$ cat src/rtl/wbi_slave_node.sv
// Interconnect slave node: queues command entries and replays them as burst
// Wishbone cycles on the slave port, returning read beats through a response FIFO.
module wbi_slave_node #(
  parameter int unsigned AW  = 32,
  parameter int unsigned BW  = 4,
  parameter int unsigned BL  = 10,
  parameter int unsigned DW  = 32,
  parameter int unsigned CDP = 4,
  parameter int unsigned RDP = 4
) (
  input  logic          mclk,
  input  logic          reset,
  input  logic          cmd_wval_i,
  output logic          cmd_wrdy_o,
  input  logic [AW-1:0] cmd_adr_i,
  input  logic          cmd_we_i,
  input  logic [DW-1:0] cmd_dat_i,
  input  logic [BW-1:0] cmd_sel_i,
  input  logic [3:0]    cmd_tid_i,
  input  logic [BL-1:0] cmd_bl_i,
  output logic          res_rval_o,
  input  logic          res_rrdy_i,
  output logic [DW-1:0] res_dat_o,
  output logic          res_ack_o,
  output logic          res_lack_o,
  output logic          res_err_o,
  output logic [3:0]    res_tid_o,
  output logic          wbs_cyc_o,
  output logic          wbs_stb_o,
  output logic [AW-1:0] wbs_adr_o,
  output logic          wbs_we_o,
  output logic [DW-1:0] wbs_dat_o,
  output logic [BW-1:0] wbs_sel_o,
  output logic [BL-1:0] wbs_bl_o,
  output logic          wbs_bry_o,
  input  logic [DW-1:0] wbs_dat_i,
  input  logic          wbs_ack_i,
  input  logic          wbs_lack_i,
  input  logic          wbs_err_i
);
  localparam int unsigned CPW = $clog2(CDP);
  localparam int unsigned RPW = $clog2(RDP);
  localparam logic [CPW:0] CDP_N = (CPW+1)'(CDP);
  localparam logic [RPW:0] RDP_N = (RPW+1)'(RDP);

  typedef enum logic [1:0] {IDLE, WRITE, READ} state_t;
  state_t state_q, state_d;

  logic [AW-1:0]  cf_adr [CDP];
  logic           cf_we  [CDP];
  logic [DW-1:0]  cf_dat [CDP];
  logic [BW-1:0]  cf_sel [CDP];
  logic [3:0]     cf_tid [CDP];
  logic [BL-1:0]  cf_bl  [CDP];
  logic [CPW-1:0] cf_wp, cf_rp;
  logic [CPW:0]   cf_cnt;
  logic           cf_empty, cmd_push, cmd_pop;

  logic [DW-1:0]  rf_dat  [RDP];
  logic           rf_err  [RDP];
  logic           rf_lack [RDP];
  logic [RPW-1:0] rf_wp, rf_rp;
  logic [RPW:0]   rf_cnt;
  logic           rf_empty, rf_push, rf_pop, rf_last;

  logic [BL-1:0]  cnt_q, cnt_d, bl_q, bl_d, head_bl;
  logic [3:0]     tid_q, tid_d;
  logic [AW-1:0]  adr_q, adr_d;
  logic [BW-1:0]  sel_q, sel_d;
  logic           bry_c, beat_done;

  assign cf_empty   = (cf_cnt == '0);
  assign cmd_wrdy_o = (cf_cnt != CDP_N);
  assign cmd_push   = cmd_wval_i && cmd_wrdy_o;
  assign rf_empty   = (rf_cnt == '0);
  assign rf_pop     = res_rval_o && res_rrdy_i;
  assign head_bl    = (cf_bl[cf_rp] == '0) ? BL'(1) : cf_bl[cf_rp];

  // FIFO payload storage; pointers alone define validity so no reset is needed
  always_ff @(posedge mclk) begin
    if (cmd_push) begin
      cf_adr[cf_wp] <= cmd_adr_i;
      cf_we[cf_wp]  <= cmd_we_i;
      cf_dat[cf_wp] <= cmd_dat_i;
      cf_sel[cf_wp] <= cmd_sel_i;
      cf_tid[cf_wp] <= cmd_tid_i;
      cf_bl[cf_wp]  <= cmd_bl_i;
    end
    if (rf_push) begin
      rf_dat[rf_wp]  <= wbs_dat_i;
      rf_err[rf_wp]  <= wbs_err_i;
      rf_lack[rf_wp] <= rf_last;
    end
  end

  always_ff @(posedge mclk) begin
    if (reset) begin
      state_q <= IDLE;
      cnt_q   <= '0;
      bl_q    <= '0;
      tid_q   <= '0;
      adr_q   <= '0;
      sel_q   <= '0;
      cf_wp   <= '0;
      cf_rp   <= '0;
      cf_cnt  <= '0;
      rf_wp   <= '0;
      rf_rp   <= '0;
      rf_cnt  <= '0;
    end else begin
      state_q <= state_d;
      cnt_q   <= cnt_d;
      bl_q    <= bl_d;
      tid_q   <= tid_d;
      adr_q   <= adr_d;
      sel_q   <= sel_d;
      if (cmd_push) cf_wp <= cf_wp + CPW'(1);
      if (cmd_pop)  cf_rp <= cf_rp + CPW'(1);
      cf_cnt <= cf_cnt + (CPW+1)'(cmd_push) - (CPW+1)'(cmd_pop);
      if (rf_push) rf_wp <= rf_wp + RPW'(1);
      if (rf_pop)  rf_rp <= rf_rp + RPW'(1);
      rf_cnt <= rf_cnt + (RPW+1)'(rf_push) - (RPW+1)'(rf_pop);
    end
  end

  // Burst sequencer; a non-zero count in IDLE means leftover write beats to discard
  always_comb begin
    state_d   = state_q;
    cnt_d     = cnt_q;
    bl_d      = bl_q;
    tid_d     = tid_q;
    adr_d     = adr_q;
    sel_d     = sel_q;
    cmd_pop   = 1'b0;
    rf_push   = 1'b0;
    rf_last   = 1'b0;
    bry_c     = 1'b0;
    beat_done = 1'b0;
    unique case (state_q)
      IDLE: begin
        if (cnt_q != '0) begin
          if (!cf_empty) begin
            cmd_pop = 1'b1;
            cnt_d   = cnt_q - BL'(1);
          end
        end else if (!cf_empty) begin
          if (cf_we[cf_rp]) begin
            cnt_d   = head_bl;
            bl_d    = cf_bl[cf_rp];
            state_d = WRITE;
          end else if (rf_empty) begin
            cmd_pop = 1'b1;
            cnt_d   = head_bl;
            bl_d    = cf_bl[cf_rp];
            tid_d   = cf_tid[cf_rp];
            adr_d   = cf_adr[cf_rp];
            sel_d   = cf_sel[cf_rp];
            state_d = READ;
          end
        end
      end
      WRITE: begin
        bry_c     = !cf_empty;
        beat_done = wbs_ack_i && bry_c;
        if (beat_done) begin
          cmd_pop = 1'b1;
          cnt_d   = cnt_q - BL'(1);
          if ((cnt_q == BL'(1)) || wbs_lack_i) state_d = IDLE;
        end
      end
      READ: begin
        bry_c     = (rf_cnt != RDP_N);
        beat_done = wbs_ack_i && bry_c;
        if (beat_done) begin
          rf_push = 1'b1;
          rf_last = (cnt_q == BL'(1)) || wbs_lack_i;
          if (rf_last) begin
            cnt_d   = '0;
            state_d = IDLE;
          end else begin
            cnt_d = cnt_q - BL'(1);
          end
        end
      end
      default: state_d = IDLE;
    endcase
  end

  assign wbs_cyc_o  = (state_q != IDLE);
  assign wbs_stb_o  = (state_q != IDLE);
  assign wbs_we_o   = (state_q == WRITE);
  assign wbs_adr_o  = (state_q == WRITE) ? cf_adr[cf_rp] : adr_q;
  assign wbs_dat_o  = (state_q == WRITE) ? cf_dat[cf_rp] : '0;
  assign wbs_sel_o  = (state_q == WRITE) ? cf_sel[cf_rp] : sel_q;
  assign wbs_bl_o   = bl_q;
  assign wbs_bry_o  = bry_c;

  assign res_rval_o = !rf_empty;
  assign res_ack_o  = !rf_empty;
  assign res_dat_o  = rf_dat[rf_rp];
  assign res_err_o  = rf_err[rf_rp];
  assign res_lack_o = rf_lack[rf_rp];
  assign res_tid_o  = tid_q;

endmodule

$ cat config.mk
export PLATFORM = sky130hd
export DESIGN_NAME = wbi_slave_node
export DESIGN_NICKNAME = d
export VERILOG_FILES = /design/src/rtl/wbi_slave_node.sv
export SDC_FILE = /design/constraint.sdc
export NUM_CORES = 1
export LEC_CHECK = 0
export BUFFER_PORTS_ARGS = -buffer_cell sky130_fd_sc_hd__buf_4
export CAP_MARGIN = 20
export CELL_PAD_IN_SITES_DETAIL_PLACEMENT = 1
export CELL_PAD_IN_SITES_GLOBAL_PLACEMENT = 1
export CORE_ASPECT_RATIO = 0.9
export CORE_MARGIN = 2
export CORE_UTILIZATION = 50
export DETAILED_ROUTE_END_ITERATION = 10
export PLACE_DENSITY_LB_ADDON = 0.1
export SLEW_MARGIN = 10
export SYNTH_ARGS = -nofsm -noshare
export SYNTH_HDL_FRONTEND = slang
export SYNTH_SLANG_ARGS = --single-unit
$ cat constraint.sdc
create_clock -name mclk -period 4.1 [get_ports mclk]
set_clock_uncertainty 0.05 [all_clocks]
set_input_delay 0.41 -clock mclk [delete_from_list [all_inputs] [get_ports mclk]]
set_output_delay 0.41 -clock mclk [all_outputs]
set_load 0.1 [all_outputs]
==> report_table.html <==
<table>
<tr><th>Metric</th><th>Value</th></tr>
<tr><th colspan="2">CTS</th></tr>
<tr><td>Clock network latency to the later pin of the worst-skew pair</td><td>0.59 ns</td></tr>
<tr><td>Number of H-tree branching levels</td><td>2</td></tr>
<tr><td>TritonCTS clock tree</td><td>done</td></tr>
<tr><td>Clock tree sinks</td><td>548</td></tr>
<tr><td>Clock slew at reported path FFs</td><td>about 0.060 ns</td></tr>
<tr><td>Clock Tree Buf Depth</td><td>3</td></tr>
<tr><td>TritonCTS buffer count</td><td>54</td></tr>
<tr><td>Root buffer cell</td><td>clkbuf_16</td></tr>
<tr><th colspan="2">Yosys</th></tr>
<tr><td>Count of different cell masters after synthesis</td><td>52</td></tr>
<tr><td>Syn_area_per_cell</td><td>18.8 um2</td></tr>
<tr><td>Count of flip-flops with a built-in enable after synthesis</td><td>468</td></tr>
<tr><td>Area fraction of the dominant cell type after synthesis</td><td>65.8%</td></tr>
<tr><td>Leading post-synthesis cells by cell area</td><td>edfxtp_1 66%, mux4_2 12%, dfxtp_1 7.5%</td></tr>
<tr><td>Share of synthesized registers carrying an async set or reset</td><td>0%</td></tr>
<tr><td>Yosys synthesis warning count</td><td>0</td></tr>
<tr><td>Cell area after technology mapping</td><td>21400 um2</td></tr>
<tr><td>Most used flip-flop cell after synthesis</td><td>edfxtp_1</td></tr>
<tr><td>Sequential area share after synthesis</td><td>73.3%</td></tr>
<tr><td>Area leader, netlist</td><td>edfxtp_1</td></tr>
<tr><td>Post-synthesis register bit count</td><td>548</td></tr>
<tr><td>Number of nets produced by synthesis</td><td>1279</td></tr>
<tr><td>Gate Count Post-Synth</td><td>1136</td></tr>
<tr><th colspan="2">Routing</th></tr>
<tr><td>Wire per inst</td><td>23.5 um</td></tr>
<tr><td>Routed Wire Length</td><td>just under 50 mm</td></tr>
<tr><td>Drt first-iter violations</td><td>685</td></tr>
<tr><td>DRC Markers</td><td>0</td></tr>
<tr><td>Vias</td><td>around 12000</td></tr>
<tr><td>DR pass1 iterations</td><td>5</td></tr>
<tr><td>Number of nets still failing antenna checks after routing</td><td>0</td></tr>
<tr><td>Detail-routed via count per cell</td><td>5.51</td></tr>
<tr><th colspan="2">Power and ir drop</th></tr>
<tr><td>Fraction of power consumed by combinational cells</td><td>34.8%</td></tr>
<tr><td>Internal Power</td><td>0.0116 W</td></tr>
<tr><td>Net switching component of the power</td><td>about 0.0066 W</td></tr>
<tr><td>Max VDD drop</td><td>0.526 mV</td></tr>
<tr><td>Switching portion of total power</td><td>36.3%</td></tr>
<tr><td>Fraction of power consumed by sequential logic</td><td>38.0%</td></tr>
<tr><td>P per Cell Area</td><td>a little under 700 nW/um2</td></tr>
<tr><td>Static power due to leakage</td><td>9.19 nW</td></tr>
<tr><td>Proportion of power drawn by the clock network</td><td>27.2%</td></tr>
<tr><th colspan="2">Final layout</th></tr>
<tr><td>Number of non-filler instances in the completed layout</td><td>2100</td></tr>
<tr><td>Fraction of final layout cells sized beyond drive strength 1</td><td>between 30% and 40%</td></tr>
<tr><td># fillers</td><td>about 3600</td></tr>
<tr><td>Reg area</td><td>15700 um2</td></tr>
<tr><td>Area Overhead vs Synth</td><td>25.1%</td></tr>
<tr><td>Total number of nets in the final design</td><td>1648</td></tr>
<tr><td>Area of the multi-input gates</td><td>5370 um2</td></tr>
<tr><th colspan="2">STA</th></tr>
<tr><td>Final count of hold timing violations</td><td>0</td></tr>
<tr><td>Max frequency</td><td>313 MHz</td></tr>
<tr><td>Final critical path time including I/O delays and setup</td><td>3.19 ns</td></tr>
<tr><td>Total count of max-transition violations in the final report</td><td>0</td></tr>
<tr><td>Worst-case headroom to the max-slew limit</td><td>33.7%</td></tr>
<tr><td>Setup-violating endpoint count in the final report</td><td>0</td></tr>
<tr><td>RSZ-0062 raised after global routing</td><td>false</td></tr>
<tr><td>Worst-Margin Slew</td><td>0.994 ns</td></tr>
<tr><td>Period utilisation layout</td><td>between 70% and 80%</td></tr>
<tr><td>Sum of negative setup slack</td><td>0 ns</td></tr>
<tr><th colspan="2">Floorplanning</th></tr>
<tr><td>Initial Util</td><td>50.9%</td></tr>
<tr><td>Area of the placeable core</td><td>42000 um2</td></tr>
<tr><td>Die outline width</td><td>222 um</td></tr>
<tr><td>Die outline height</td><td>around 200 um</td></tr>
<tr><td>Std-Cell Rows</td><td>71</td></tr>
<tr><td>Count of boundary I/O pins</td><td>approximately 250</td></tr>
<tr><td>Area enclosed by the die boundary</td><td>44400 um2</td></tr>
<tr><th colspan="2">Placement</th></tr>
<tr><td>Input/output buffers</td><td>244</td></tr>
<tr><td>Detailed placement HPWL</td><td>28.9 mm</td></tr>
<tr><td>Final estimated routing congestion in global placement</td><td>0.776</td></tr>
<tr><td>Number of cells after detailed placement</td><td>1880</td></tr>
<tr><th colspan="2">Critical path</th></tr>
<tr><td>CP dominant cell by count</td><td>buf_4</td></tr>
<tr><td>Worst-path cell chain</td><td>buf_4 &gt; mux4_2 &gt; mux2_2 &gt; buf_4</td></tr>
<tr><td>Worst endpoint data arrival time</td><td>around 2.7 ns</td></tr>
<tr><td>Critical path capture point type</td><td>output pin</td></tr>
<tr><td>Cell with the biggest individual delay on the critical path</td><td>dfxtp_4</td></tr>
<tr><td>FF-to-FF setup slack</td><td>1.33 ns</td></tr>
<tr><td>Crit Path Max Fanout</td><td>38</td></tr>
<tr><td>Worst Setup Path Type</td><td>flip-flop to output pin</td></tr>
<tr><td>CP required</td><td>around 3.6 ns</td></tr>
<tr><td>Worst Setup Start Kind</td><td>flip-flop</td></tr>
<tr><td>Stage delay of the slowest cell on the critical path</td><td>0.58 ns</td></tr>
<tr><th colspan="2">Global routing</th></tr>
<tr><td>Total overflow reported by the global router</td><td>0</td></tr>
<tr><td>Number of global-route vias before repair</td><td>12978</td></tr>
<tr><td>Number of antenna violations at the first check in global routing</td><td>3</td></tr>
<tr><td>GRT Resource Usage Total</td><td>22.7%</td></tr>
<tr><td>Maximum number of pins on one net before global-route repair</td><td>79</td></tr>
<tr><td>Wire length of the first global-routing pass</td><td>77.0 mm</td></tr>
<tr><th colspan="2">Worst hold path</th></tr>
<tr><td>Worst Hold Class</td><td>primary input to flip-flop</td></tr>
<tr><th colspan="2">Job</th></tr>
<tr><td>Max-capacitance violation count</td><td>0</td></tr>
<tr><th colspan="2">Outcome</th></tr>
<tr><td>Status</td><td>completed</td></tr>
</table>
==> state kept, by name (all words and copies together) (netlist names), 10 cells and up, named ones only <==
register / flops
cf_bl: 40
wbs_bl_o: 10
adr_q: 32
rf_dat: 128
cf_dat: 128
cf_sel: 16
cf_tid: 16
cf_adr: 128
cnt_q: 10
==> routing by layer <==
metal / wire length (um) / vias to the layer above / GRT usage, %
met5: 0 / - / 0
met4: 1420 / 0 / 8.64
li1: - / 5216 / -
met2: 24700 / 280 / 38.1
met3: 2560 / 86 / 4.83
met1: 20600 / 5989 / 29.3
==> power by group through the flow <==
stage	logic, W	clock network (W)	registers [W]
2_1_floorplan	0.00476	0	0.00710
3_3_place_gp	0.00619	0	0.00702
3_5_place_dp	0.00626	0	0.00705
4_1_cts	0.00639	0.00505	0.00694
5_1_grt	0.00670	0.00525	0.00699
6_report	0.00633	0.00496	0.00693
==> layout by cell type, fill, tap and decap left out, types with 24 or more instances in the layout <==
cell / count
dlygate4sd3_1: 116
a21oi_1: 28
dfxtp_1: 77
clkbuf_16: 55
buf_4: 254
nand2_1: 80
nor2_1: 31
mux4_2: 117
and2_1: 36
clkbuf_1: 24
mux2_2: 36
edfxtp_1: 468
==> critical path, delay by kind of cell, from the launching register on <==
kind | cells | cell delay [ns]
buffers and inverters | 2 | 0.80
multiplexers | 2 | 0.71
flip-flops | 1 | 0.58
==> worst paths after layout <==
| kind | start | endpoint | depth (start not counted) |
|---|---|---|---|
| setup / recovery | flip-flop | wbs_adr_o[30] | 4 |
| hold reg to reg | adr_q[20] | adr_q[20] | 2 |
| setup reg to reg | cf_cnt[1] | cf_cnt[2] | 11 |
| hold / removal | cmd_wval_i | cf_wp[1] | 4 |
==> synthesized netlist by cell type, types with 3 or more instances <==
master	count
a211oi_1	8
inv_1	21
a21oi_2	20
nor2_1	31
or4_1	4
o32ai_1	8
or3_1	5
mux4_2	117
nor3_1	8
mux2_2	36
buf_6	6
buf_1	3
clkbuf_1	30
mux2i_1	11
nand2_1	80
edfxtp_1	468
xnor2_1	7
xor2_1	3
or2_2	3
buf_2	19
buf_4	4
dfxtp_1	80
and2_1	40
and3_1	6
nand2b_1	3
ha_1	19
a22oi_1	7
nor2b_1	5
nor4_1	4
a21oi_1	28
nand2_2	20
==> through the flow <==
step | power [W] | utilization [%] | hold slack, ns | instance area [um2] | worst slack [ns]
floorplan | 0.0119 | - | 0.379 | 21400 | 0.295
global placement | 0.0132 | 56.6 | 0.386 | 23800 | 1.38
detailed placement | 0.0133 | 56.6 | 0.399 | 23800 | 1.33
CTS | 0.0184 | 63.6 | 0.204 | 26700 | 0.808
global route | 0.0189 | 63.6 | 0.260 | 26700 | 0.765
finish | 0.0182 | 63.6 | 0.244 | 26700 | 0.905
==> timing repair <==
| action | in CTS | in global routing |
|---|---|---|
| gates resized for setup | 0 | 0 |
| setup buffers | 0 | 0 |
| hold buffers | 116 | 0 |
| hold endpoints to repair | 464 | 0 |
==> final cells by class <==
class,count,share of cell area (%)
Clock buffer,85,5.79
Sequential cell,548,58.6
Timing Repair Buffer,375,11.8
Inverter,22,0.309
Antenna cell,3,0.0281
Tap cell,547,2.56
Clock inverter,16,0.810
Multi-Input combinational cell,504,20.1
==> logic make-up after synthesis <==
kind of cell / synth area share [%]
compound gates: 2.91
simple gates: 5.50
xor+xnor: 0.410
flops: 73.3
mux: 14.7
buf+inv: 1.87
fa+ha+maj: 1.30
Power figures use the tool's default switching activity.
